$ cat src/rtl/v_pkg.sv
// Shared definitions for the vector issue controller: unit indices, FSM states
// and a one-hot helper for unit masks.
package v_pkg;

  localparam int NUM_UNITS  = 5;
  localparam int UNIT_IDX_W = 3;

  localparam int UNIT_ALU  = 0;
  localparam int UNIT_MUL  = 1;
  localparam int UNIT_RED  = 2;
  localparam int UNIT_SLDU = 3;
  localparam int UNIT_LSU  = 4;

  typedef enum logic [1:0] {
    ST_RUN   = 2'd0,
    ST_DRAIN = 2'd1,
    ST_CFG   = 2'd2
  } state_t;

  function automatic logic [NUM_UNITS-1:0] unit_onehot(input logic [UNIT_IDX_W-1:0] u);
    return NUM_UNITS'(1) << u;
  endfunction

endpackage

$ cat src/rtl/v_scoreboard.sv
// Register scoreboard: one pending bit per vector register plus the destination
// tag of the instruction in flight on each unit. Hazard query is combinational.
module v_scoreboard
  import v_pkg::*;
#(
  parameter int NUM_VREGS = 32,
  parameter int VREG_W    = $clog2(NUM_VREGS)
) (
  input  logic                  clk,
  input  logic                  rst,
  input  logic                  set_en,
  input  logic                  set_wr,
  input  logic [UNIT_IDX_W-1:0] set_unit,
  input  logic [VREG_W-1:0]     set_vd,
  input  logic [NUM_UNITS-1:0]  clr_units,
  input  logic                  rd_a_en,
  input  logic                  rd_b_en,
  input  logic [VREG_W-1:0]     q_vs1,
  input  logic [VREG_W-1:0]     q_vs2,
  input  logic [VREG_W-1:0]     q_vd,
  output logic                  hazard,
  output logic [NUM_VREGS-1:0]  pending
);

  logic [NUM_VREGS-1:0]                pending_reg;
  logic [NUM_VREGS-1:0]                pending_next;
  logic [NUM_VREGS-1:0]                set_bits;
  logic [NUM_VREGS-1:0]                clr_bits;
  logic [NUM_UNITS-1:0][NUM_VREGS-1:0] clr_vec;

  generate
    for (genvar gi = 0; gi < NUM_UNITS; gi++) begin : g_unit
      logic [VREG_W-1:0] tag_reg;
      // Stores keep a tag but never own a pending bit, so their done must not clear one.
      logic              tag_wr_reg;

      always_ff @(posedge clk) begin
        if (rst) begin
          tag_reg    <= '0;
          tag_wr_reg <= 1'b0;
        end else if (set_en && set_unit == UNIT_IDX_W'(gi)) begin
          tag_reg    <= set_vd;
          tag_wr_reg <= set_wr;
        end
      end

      assign clr_vec[gi] = (clr_units[gi] && tag_wr_reg) ? (NUM_VREGS'(1) << tag_reg) : '0;
    end
  endgenerate

  always_comb begin
    clr_bits = '0;
    for (int u = 0; u < NUM_UNITS; u++) begin
      clr_bits = clr_bits | clr_vec[u];
    end
  end

  assign set_bits     = (set_en && set_wr) ? (NUM_VREGS'(1) << set_vd) : '0;
  assign pending_next = (pending_reg & ~clr_bits) | set_bits;

  always_ff @(posedge clk) begin
    if (rst) begin
      pending_reg <= '0;
    end else begin
      pending_reg <= pending_next;
    end
  end

  assign hazard  = (rd_a_en && pending_reg[q_vs1]) ||
                   (rd_b_en && pending_reg[q_vs2]) ||
                   pending_reg[q_vd];
  assign pending = pending_reg;

endmodule

$ cat src/rtl/v_issue_ctrl.sv
// In-order vector issue controller: hazard check, one-cycle unit start pulses,
// completion tracking and serialised vconfig. Optional counters: V_ISSUE_STATS_EN.
module v_issue_ctrl
  import v_pkg::*;
#(
  parameter int NUM_VREGS = 32,
  parameter int VREG_W    = $clog2(NUM_VREGS)
) (
  input  logic                 clk,
  input  logic                 rst,
  input  logic                 instr_valid,
  output logic                 instr_ready,
  input  logic                 is_vconfig,
  input  logic                 is_mul,
  input  logic                 is_vstype,
  input  logic [3:0]           v_alu_op,
  input  logic [2:0]           v_red_op,
  input  logic [2:0]           v_sldu_op,
  input  logic [3:0]           v_lsu_op,
  input  logic [2:0]           v_op_sel_A,
  input  logic [1:0]           v_op_sel_B,
  input  logic [VREG_W-1:0]    vd,
  input  logic [VREG_W-1:0]    vs1,
  input  logic [VREG_W-1:0]    vs2,
  input  logic [4:0]           unit_done,
  output logic [4:0]           unit_start,
  output logic [3:0]           iss_op,
  output logic [VREG_W-1:0]    iss_vd,
  output logic [VREG_W-1:0]    iss_vs1,
  output logic [VREG_W-1:0]    iss_vs2,
  output logic [2:0]           iss_sel_A,
  output logic [1:0]           iss_sel_B,
  output logic                 vcfg_wr,
  output logic [4:0]           unit_busy,
  output logic [NUM_VREGS-1:0] sb_pending
`ifdef V_ISSUE_STATS_EN
  ,
  output logic [31:0]          stat_issued,
  output logic [31:0]          stat_stall
`endif
);

  state_t                state_reg;
  logic                  tgt_valid;
  logic [UNIT_IDX_W-1:0] tgt_unit;
  logic [3:0]            tgt_op;
  logic                  is_cfg;
  logic                  sb_hazard;
  logic                  hazard;
  logic                  accept;
  logic                  issue;
  logic [4:0]            done_eff;

  // Fixed-priority unit decode; nothing selected means a NOP.
  always_comb begin
    tgt_valid = 1'b0;
    tgt_unit  = UNIT_IDX_W'(UNIT_ALU);
    tgt_op    = '0;
    is_cfg    = 1'b0;
    if (v_lsu_op != '0) begin
      tgt_valid = 1'b1;
      tgt_unit  = UNIT_IDX_W'(UNIT_LSU);
      tgt_op    = v_lsu_op;
    end else if (v_sldu_op != '0) begin
      tgt_valid = 1'b1;
      tgt_unit  = UNIT_IDX_W'(UNIT_SLDU);
      tgt_op    = {1'b0, v_sldu_op};
    end else if (v_red_op != '0) begin
      tgt_valid = 1'b1;
      tgt_unit  = UNIT_IDX_W'(UNIT_RED);
      tgt_op    = {1'b0, v_red_op};
    end else if (is_mul) begin
      tgt_valid = 1'b1;
      tgt_unit  = UNIT_IDX_W'(UNIT_MUL);
      tgt_op    = v_alu_op;
    end else if (v_alu_op != '0) begin
      tgt_valid = 1'b1;
      tgt_unit  = UNIT_IDX_W'(UNIT_ALU);
      tgt_op    = v_alu_op;
    end else if (is_vconfig) begin
      is_cfg = 1'b1;
    end
  end

  v_scoreboard #(
    .NUM_VREGS (NUM_VREGS),
    .VREG_W    (VREG_W)
  ) u_sb (
    .clk       (clk),
    .rst       (rst),
    .set_en    (issue),
    .set_wr    (!is_vstype),
    .set_unit  (tgt_unit),
    .set_vd    (vd),
    .clr_units (done_eff),
    .rd_a_en   (v_op_sel_A == 3'd1),
    .rd_b_en   (v_op_sel_B == 2'd1),
    .q_vs1     (vs1),
    .q_vs2     (vs2),
    .q_vd      (vd),
    .hazard    (sb_hazard),
    .pending   (sb_pending)
  );

  // Busy comes from registered state only: a done and a re-issue to the same unit cost one cycle.
  assign hazard   = (tgt_valid && unit_busy[tgt_unit]) || sb_hazard;
  assign done_eff = unit_done & unit_busy;

  always_comb begin
    instr_ready = 1'b0;
    case (state_reg)
      ST_RUN:   instr_ready = instr_valid && !hazard && !is_cfg;
      ST_DRAIN: instr_ready = 1'b0;
      ST_CFG:   instr_ready = 1'b1;
      default:  instr_ready = 1'b0;
    endcase
  end

  assign accept = instr_valid && instr_ready;
  assign issue  = accept && (state_reg == ST_RUN) && tgt_valid;

  always_ff @(posedge clk) begin
    if (rst) begin
      state_reg  <= ST_RUN;
      unit_busy  <= '0;
      unit_start <= '0;
      vcfg_wr    <= 1'b0;
      iss_op     <= '0;
      iss_vd     <= '0;
      iss_vs1    <= '0;
      iss_vs2    <= '0;
      iss_sel_A  <= '0;
      iss_sel_B  <= '0;
    end else begin
      unit_start <= issue ? unit_onehot(tgt_unit) : '0;
      unit_busy  <= (unit_busy & ~done_eff) | (issue ? unit_onehot(tgt_unit) : '0);
      vcfg_wr    <= 1'b0;
      if (issue) begin
        iss_op    <= tgt_op;
        iss_vd    <= vd;
        iss_vs1   <= vs1;
        iss_vs2   <= vs2;
        iss_sel_A <= v_op_sel_A;
        iss_sel_B <= v_op_sel_B;
      end
      case (state_reg)
        ST_RUN:   if (instr_valid && is_cfg) state_reg <= ST_DRAIN;
        ST_DRAIN: if (unit_busy == '0) state_reg <= ST_CFG;
        ST_CFG: begin
          if (instr_valid) begin
            vcfg_wr   <= 1'b1;
            state_reg <= ST_RUN;
          end
        end
        default:  state_reg <= ST_RUN;
      endcase
    end
  end

`ifdef V_ISSUE_STATS_EN
  always_ff @(posedge clk) begin
    if (rst) begin
      stat_issued <= '0;
      stat_stall  <= '0;
    end else begin
      if (accept && (tgt_valid || is_cfg)) stat_issued <= stat_issued + 32'd1;
      if (instr_valid && !instr_ready)     stat_stall  <= stat_stall + 32'd1;
    end
  end
`endif

endmodule
$ cat config.mk
export PLATFORM = sky130hd
export DESIGN_NAME = v_issue_ctrl
export DESIGN_NICKNAME = d
export VERILOG_FILES = /design/src/rtl/v_pkg.sv /design/src/rtl/v_scoreboard.sv /design/src/rtl/v_issue_ctrl.sv
export SDC_FILE = /design/constraint.sdc
export NUM_CORES = 1
export LEC_CHECK = 0
export BUFFER_PORTS_ARGS = -buffer_cell sky130_fd_sc_hd__buf_4
export CAP_MARGIN = 15
export CORE_MARGIN = 2
export CORE_UTILIZATION = 55
export CTS_CLUSTER_SIZE = 40
export DETAILED_ROUTE_END_ITERATION = 8
export PLACE_DENSITY = 0.79
export SLEW_MARGIN = 20
export SYNTH_ARGS = -nofsm -noshare
export SYNTH_HDL_FRONTEND = slang
export SYNTH_SLANG_ARGS = --single-unit
$ cat constraint.sdc
create_clock -name clk -period 2.7 [get_ports clk]
set_input_delay 0 -clock clk [delete_from_list [all_inputs] [get_ports clk]]
set_output_delay 0 -clock clk [all_outputs]
set_load 0.03 [all_outputs]
---- Word-level counts from Yosys, hierarchy flattened ----
Index checks and enable logic that the tools add are counted.
cells by class
  mux-type cells .......................... 41
  equal/unequal tests ..................... 11
  bitwise gates (word level) .............. 12
  reductions and logical operators ........ 35
  shift-type cells ........................ 7
  $lt $le $gt $ge ......................... 4
operators by type and width
  operator                                                                       number
  32-bit two-way mux                                                             6
  1-bit by 5-bit << shifter with 32-bit output (first input constant)            6
  32-bit OR                                                                      5
  32-bit AND                                                                     1
  32-bit inverter                                                                1
  1-bit logical AND                                                              20
  4-bit two-way mux                                                              5
  5-bit by 6-bit less-than comparator with 1-bit output (second input constant)  3
  1-bit two-way mux                                                              17
  1-bit binary-select mux with 5-bit select                                      3
  5-bit AND                                                                      2
  2-bit two-way mux                                                              5
  4-bit nonzero test                                                             2
  3-bit by 1-bit == test with 1-bit output (second input constant)               2
  3-bit by 2-bit == test with 1-bit output (second input constant)               2
  2-bit one-hot mux with 3 select lines                                          1
  3-bit nonzero test                                                             2
  5-bit logical NOT                                                              1
  5-bit two-way mux                                                              1
  5-bit inverter                                                                 1
  5-bit OR                                                                       1
  1-bit by 3-bit << shifter with 5-bit output (first input constant)             1
  2-bit by 1-bit == test with 1-bit output (second input constant)               2
  3-bit by 4-bit less-than comparator with 1-bit output (second input constant)  1
  other kinds (14)                                                               19
storage, ports and cells
  register bits ........................... 99
  logic and storage cells ................. 131
  bits of input ports ..................... 45
  output and inout port bits .............. 68

---- Longest topological paths before layout ----
  depth in word-level cells ............... 18
  mapped depth ............................ 10
  mapped depth without buffers ............ 6

---- Cells and area by module ----
From an unflattened synthesis, not the netlist that was laid out.
unflattened totals
  cells, all modules ...................... 756
  area, all modules ....................... 6160.9 µm²
modules (own cells, without submodules)
  module        sequential area each (µm²)  area an instance (µm²)  times used  cells an instance
  v_scoreboard  1241.2                      4481.8                  1           551
  v_issue_ctrl  740.7                       1679.1                  1           205

---- Worst setup path before layout ----
Ideal clock, no wire load.
  path type ............................... reg-to-reg
  start point ............................. register u_sb.pending_reg[23], in the netlist u_sb.pending[23]
  end point ............................... register u_sb.pending_reg[10], in the netlist u_sb.pending[10]
  slack ................................... 0.331 ns
  required time ........................... 2.604 ns
  buffers on the path ..................... 2
  clock period less this slack ............ 2.369 ns
  cell stages (with the launch flop) ...... 9
  setup time .............................. 0.096 ns
  arrival ................................. 2.273 ns
  cells stage by stage .................... dfxtp_1 -> mux4_2 -> mux2_2 -> o311ai_2 -> o32a_1 -> buf_4 -> nand3_4 -> buf_6 -> o41ai_2
between the ends
  cells in the longest elaborated chain, start to end .. 16
  elaborated cells on any way between the ends .. 21
  those cells by class .................... mux (8); bitwise (1); reduce/logical (12)
RTL lines
  element                                                              RTL line                                text
  start: declaration                                                   v_scoreboard.sv:25                      logic [NUM_VREGS-1:0] pending_reg;
  start signal: assignment                                             v_scoreboard.sv:65                      pending_reg <= pending_next;
  1-bit binary-select mux with 5-bit select, on equally long branches  v_scoreboard.sv:69, v_scoreboard.sv:70
  1-bit two-way mux, on equally long branches                          v_scoreboard.sv:69, v_scoreboard.sv:70
  1-bit logical AND, on equally long branches                          v_scoreboard.sv:69, v_scoreboard.sv:70
  1-bit logical OR                                                     v_scoreboard.sv:69                      assign hazard = (rd_a_en && pending_reg[q_vs1]) ||
  1-bit logical OR (*)                                                 v_scoreboard.sv:70                      (rd_b_en && pending_reg[q_vs2]) ||
  1-bit logical OR (*)                                                 v_issue_ctrl.sv:106                     assign hazard = (tgt_valid && unit_busy[tgt_unit]) || sb_hazard;
  1-bit logical NOT (*)                                                v_issue_ctrl.sv:112                     ST_RUN: instr_ready = instr_valid && !hazard && !is_cfg;
  1-bit logical AND (*) (2 in a row)                                   v_issue_ctrl.sv:112
  1-bit one-hot mux with 2 select lines (*)                            v_issue_ctrl.sv:111                     case (state_reg)
  1-bit logical AND (*)                                                v_issue_ctrl.sv:119                     assign accept = instr_valid && instr_ready;
  1-bit logical AND (*) (2 in a row)                                   v_issue_ctrl.sv:120                     assign issue = accept && (state_reg == ST_RUN) && tgt_valid;
  1-bit logical AND (*)                                                v_scoreboard.sv:58                      assign set_bits = (set_en && set_wr) ? (NUM_VREGS'(1) << set_vd) : '0;
  32-bit two-way mux (*)                                               v_scoreboard.sv:58
  32-bit OR (*)                                                        v_scoreboard.sv:59                      assign pending_next = (pending_reg & ~clr_bits) | set_bits;
Every way passes the cells marked *; elsewhere a longest branch is shown, timed or not. The select of a mux whose other input is x is not followed.
A chain may end at the register's enable or synchronous reset.

---- Worst setup path in the final report ----
  start point ............................. register u_sb.pending_reg[19], in the netlist u_sb.pending[19]
  end point ............................... register u_sb.g_unit[0].tag_reg[4]
between the ends
  cells in the longest elaborated chain, start to end .. 14
  elaborated cells on any way between the ends .. 19
  those cells by class .................... mux (7); reduce/logical (12)
RTL lines
  element                                                              RTL line                                text
  1-bit binary-select mux with 5-bit select, on equally long branches  v_scoreboard.sv:69, v_scoreboard.sv:70
  1-bit two-way mux, on equally long branches                          v_scoreboard.sv:69, v_scoreboard.sv:70
  1-bit logical AND, on equally long branches                          v_scoreboard.sv:69, v_scoreboard.sv:70
  1-bit logical OR                                                     v_scoreboard.sv:69
  1-bit logical OR (*)                                                 v_scoreboard.sv:70
  1-bit logical OR (*)                                                 v_issue_ctrl.sv:106
  1-bit logical NOT (*)                                                v_issue_ctrl.sv:112
  1-bit logical AND (*) (2 in a row)                                   v_issue_ctrl.sv:112
  1-bit one-hot mux with 2 select lines (*)                            v_issue_ctrl.sv:111
  1-bit logical AND (*)                                                v_issue_ctrl.sv:119
  1-bit logical AND (*) (2 in a row)                                   v_issue_ctrl.sv:120
  1-bit logical AND (*)                                                v_scoreboard.sv:41                      end else if (set_en && set_unit == UNIT_IDX_W'(gi)) begin
  end signal: assignment                                               v_scoreboard.sv:42                      tag_reg <= set_vd;
  end: declaration                                                     v_scoreboard.sv:33                      logic [VREG_W-1:0] tag_reg;
Marked as above.

==> metrics.txt <==
Setup violations, final=0; Worst Reg-to-Reg Cells=7; CP peak stage delay=0.47 ns; Finished Layout Cells=975; CP required=2.97 ns; # IOs=113; worst rel slew slack=43.88%; RSZ-0062 raised after global routing=true; layout cells sized above 1=25.99%; CTS max path bufs=2; DIE WIDTH=110.3 µm; # nets final=875; sequential-to-total area share from yosys stat=31.91%; VDD IR max=0.3549 mV; Initial Utilization=56.80%; TritonCTS Buffers=9; Hold Violations, Final=0; final total power=0.003408 W; HP Start=vs1[0]; post-route ant nets=0; drt wl/cell=24.32 µm; Crit path arrival time=2.88 ns; Slew Viols, Final=0; outcome=completed; htree depth=3; die footprint=12,160 µm²; CP Class=reg -> reg; row count=38; post-place instance area=7224 µm²; Hold Path End=iss_vs1[0]; RePlAce Congestion=1.073; via/cell ratio=7.091; HP Class=in -> reg; IO buf count=112; drt pass-1 iters=6; remaining global-route overflow=0; Mapped Avg Cell Area=8.748 µm²; first-pass GRT wire length=35.09 mm; CTS sink cnt=99; max FFs per register=32; synthesized flop and latch total=99; Via Count=6,914; Mapped Cells=710; Worst-Skew Late Latency=0.35 ns; total track usage=38.29%; Worst R2R Start=u_sb.pending[19]; Netlist cell types=64; Die Y=110.3 µm; number of global-route vias before repair=6,366; Max Cap Viol=0; diode count=0; CTS tree=yes; Final Cycle Share=96.64%; clock slew at reported path FFs=0.08 ns; EDFF count, synth=0; CP startpoint kind=flop; DR iter-0 viols=1,046; critical-path cell list=mux4_2 > mux2_2 > o311ai_4 > o32a_1 > buf_4 > and4_2 > mux2i_1; cell area after layout=7815 µm²; most frequent cells in the layout=145 x buf_4, 99 x dfxtp_1, 89 x nand2_1; PD cells=436.1 nW/µm²; drt total wl=23.72 mm; CP endpoint kind=flop; flop-to-flop setup slack=0.09 ns; Clock Skew=0.01601 ns; Slowest-stage cell, CP=mux4_2; r2r endpoint=u_sb.g_unit[0].tag_reg[4]; fin crit period=2.609 ns; largest net degree at the start of global routing=44; post-detail-place hpwl=17.66 mm; Synth Flop Type=dfxtp_1; Core Region=10,940 µm²; Max Freq=0.3833 GHz; Worst-Margin Slew=0.8418 ns; clk root buf=clkbuf_16; yosys warns=0; setup_tns=0 ns; WHS=0.01381 ns; Static Leak=3.039 nW; Post-synth ARST share=0%; dpl cells=935; most common cell after layout, fill and taps aside=buf_4; Cell Area, Synth=6211 µm²; Hold Path Depth=3; Syn Nets=755; initial antenna violation count=0; area grow syn2layout=25.83%; DRC violations left=0; crit path max fanout=7
==> synthesized netlist by cell type, types with 7 or more instances <==
cell | number | area share, %
nand2b_1 | 18 | 1.8
a211oi_1 | 8 | 0.97
nor2b_1 | 17 | 1.7
buf_2 | 15 | 1.2
inv_1 | 7 | 0.42
nand2_1 | 89 | 5.4
nand3b_1 | 9 | 1.1
a221oi_1 | 11 | 1.6
nor3_1 | 25 | 2.0
or3_1 | 9 | 0.91
a21oi_1 | 38 | 3.1
o31ai_1 | 40 | 4.8
dfxtp_1 | 99 | 32
nand4_1 | 31 | 3.1
mux4_2 | 24 | 8.7
o211ai_1 | 12 | 1.5
o22ai_1 | 14 | 1.4
clkbuf_1 | 37 | 2.2
mux2i_1 | 41 | 6.6
nor2_1 | 44 | 2.7
o41ai_2 | 7 | 1.8
nand3_1 | 13 | 1.0
a22o_1 | 8 | 1.1
==> per-layer routing <==
metal / routed length [µm] / vias to the layer above / share of wire (%) / track usage (%)
met5: 0 / - / 0 / 0
met4: 745 / 0 / 3.1 / 12.68
met3: 2544 / 69 / 11 / 8.407
met2: 10950 / 531 / 46 / 62.62
met1: 9479 / 3315 / 40 / 50.35
li1: - / 2999 / - / -
==> worst max-delay path by stage <==
| stage | cells after the start | to | startpoint |
|---|---|---|---|
| after global routing | 7 | u_sb.g_unit[1].tag_reg[1] | u_sb.pending[19] |
| after detailed placement | 7 | u_sb.g_unit[0].tag_reg[3] | u_sb.pending[19] |
| after global placement | 7 | u_sb.g_unit[0].tag_reg[4] | u_sb.pending[19] |
| final | 7 | u_sb.g_unit[0].tag_reg[4] | u_sb.pending[19] |
| after CTS | 7 | u_sb.g_unit[0].tag_reg[3] | u_sb.pending[19] |
| after floorplan | 8 | u_sb.pending[10] | u_sb.pending[23] |
==> worst max-delay path: cells and delay by family, from the launching register on <==
family | cells | cell delay, ns
compound gates | 2 | 0.57
buf+inv | 1 | 0.22
flops | 1 | 0.36
mux | 3 | 0.99
simple gates | 1 | 0.38
==> report_power, final <==
group	internal [W]	leakage (nW)	switching, W	total [W]
logic	0.000216	2.08	0.000339	0.000556
registers	0.00150	0.802	0.0000364	0.00153
clock network	0.000669	0.153	0.000650	0.00132
==> final cells by class <==
cell class / instances / area, µm²
multi-input cells: 544 / 3989
fillers: 793 / 3120
flip-flops and latches: 99 / 1982
repair buffers: 168 / 1320
clock buffers: 9 / 225.2
well taps: 140 / 175.2
clock inverters: 7 / 93.84
inverters: 8 / 30.03
==> per-stage QoR <==
stage               utilization (%)  worst slack, ns
floorplan                         -           0.3313
global placement              66.06           0.1300
global route                  71.46        -0.002481
finish                        71.46          0.09074
CTS                           71.00         0.008678
detailed placement            66.06          0.02164
==> cells by family after synthesis <==
kind of cell / count (synthesis) / share of synthesized area, %
AOI/OAI and AO/OA: 192 / 23.85
and+or+nand+nor: 284 / 23.79
DFF: 99 / 31.91
muxes: 68 / 15.85
buffers and inverters: 67 / 4.593
==> repair_timing <==
action / 4_1_cts / 5_1_grt
setup endpoints to repair: 0 / 42
buffers inserted: 0 / 2
hold endpoints to repair: 22 / 0
hold buffers: 22 / 0
resized for setup: 0 / 6
No activity file was read; power rests on OpenSTA's default activity.
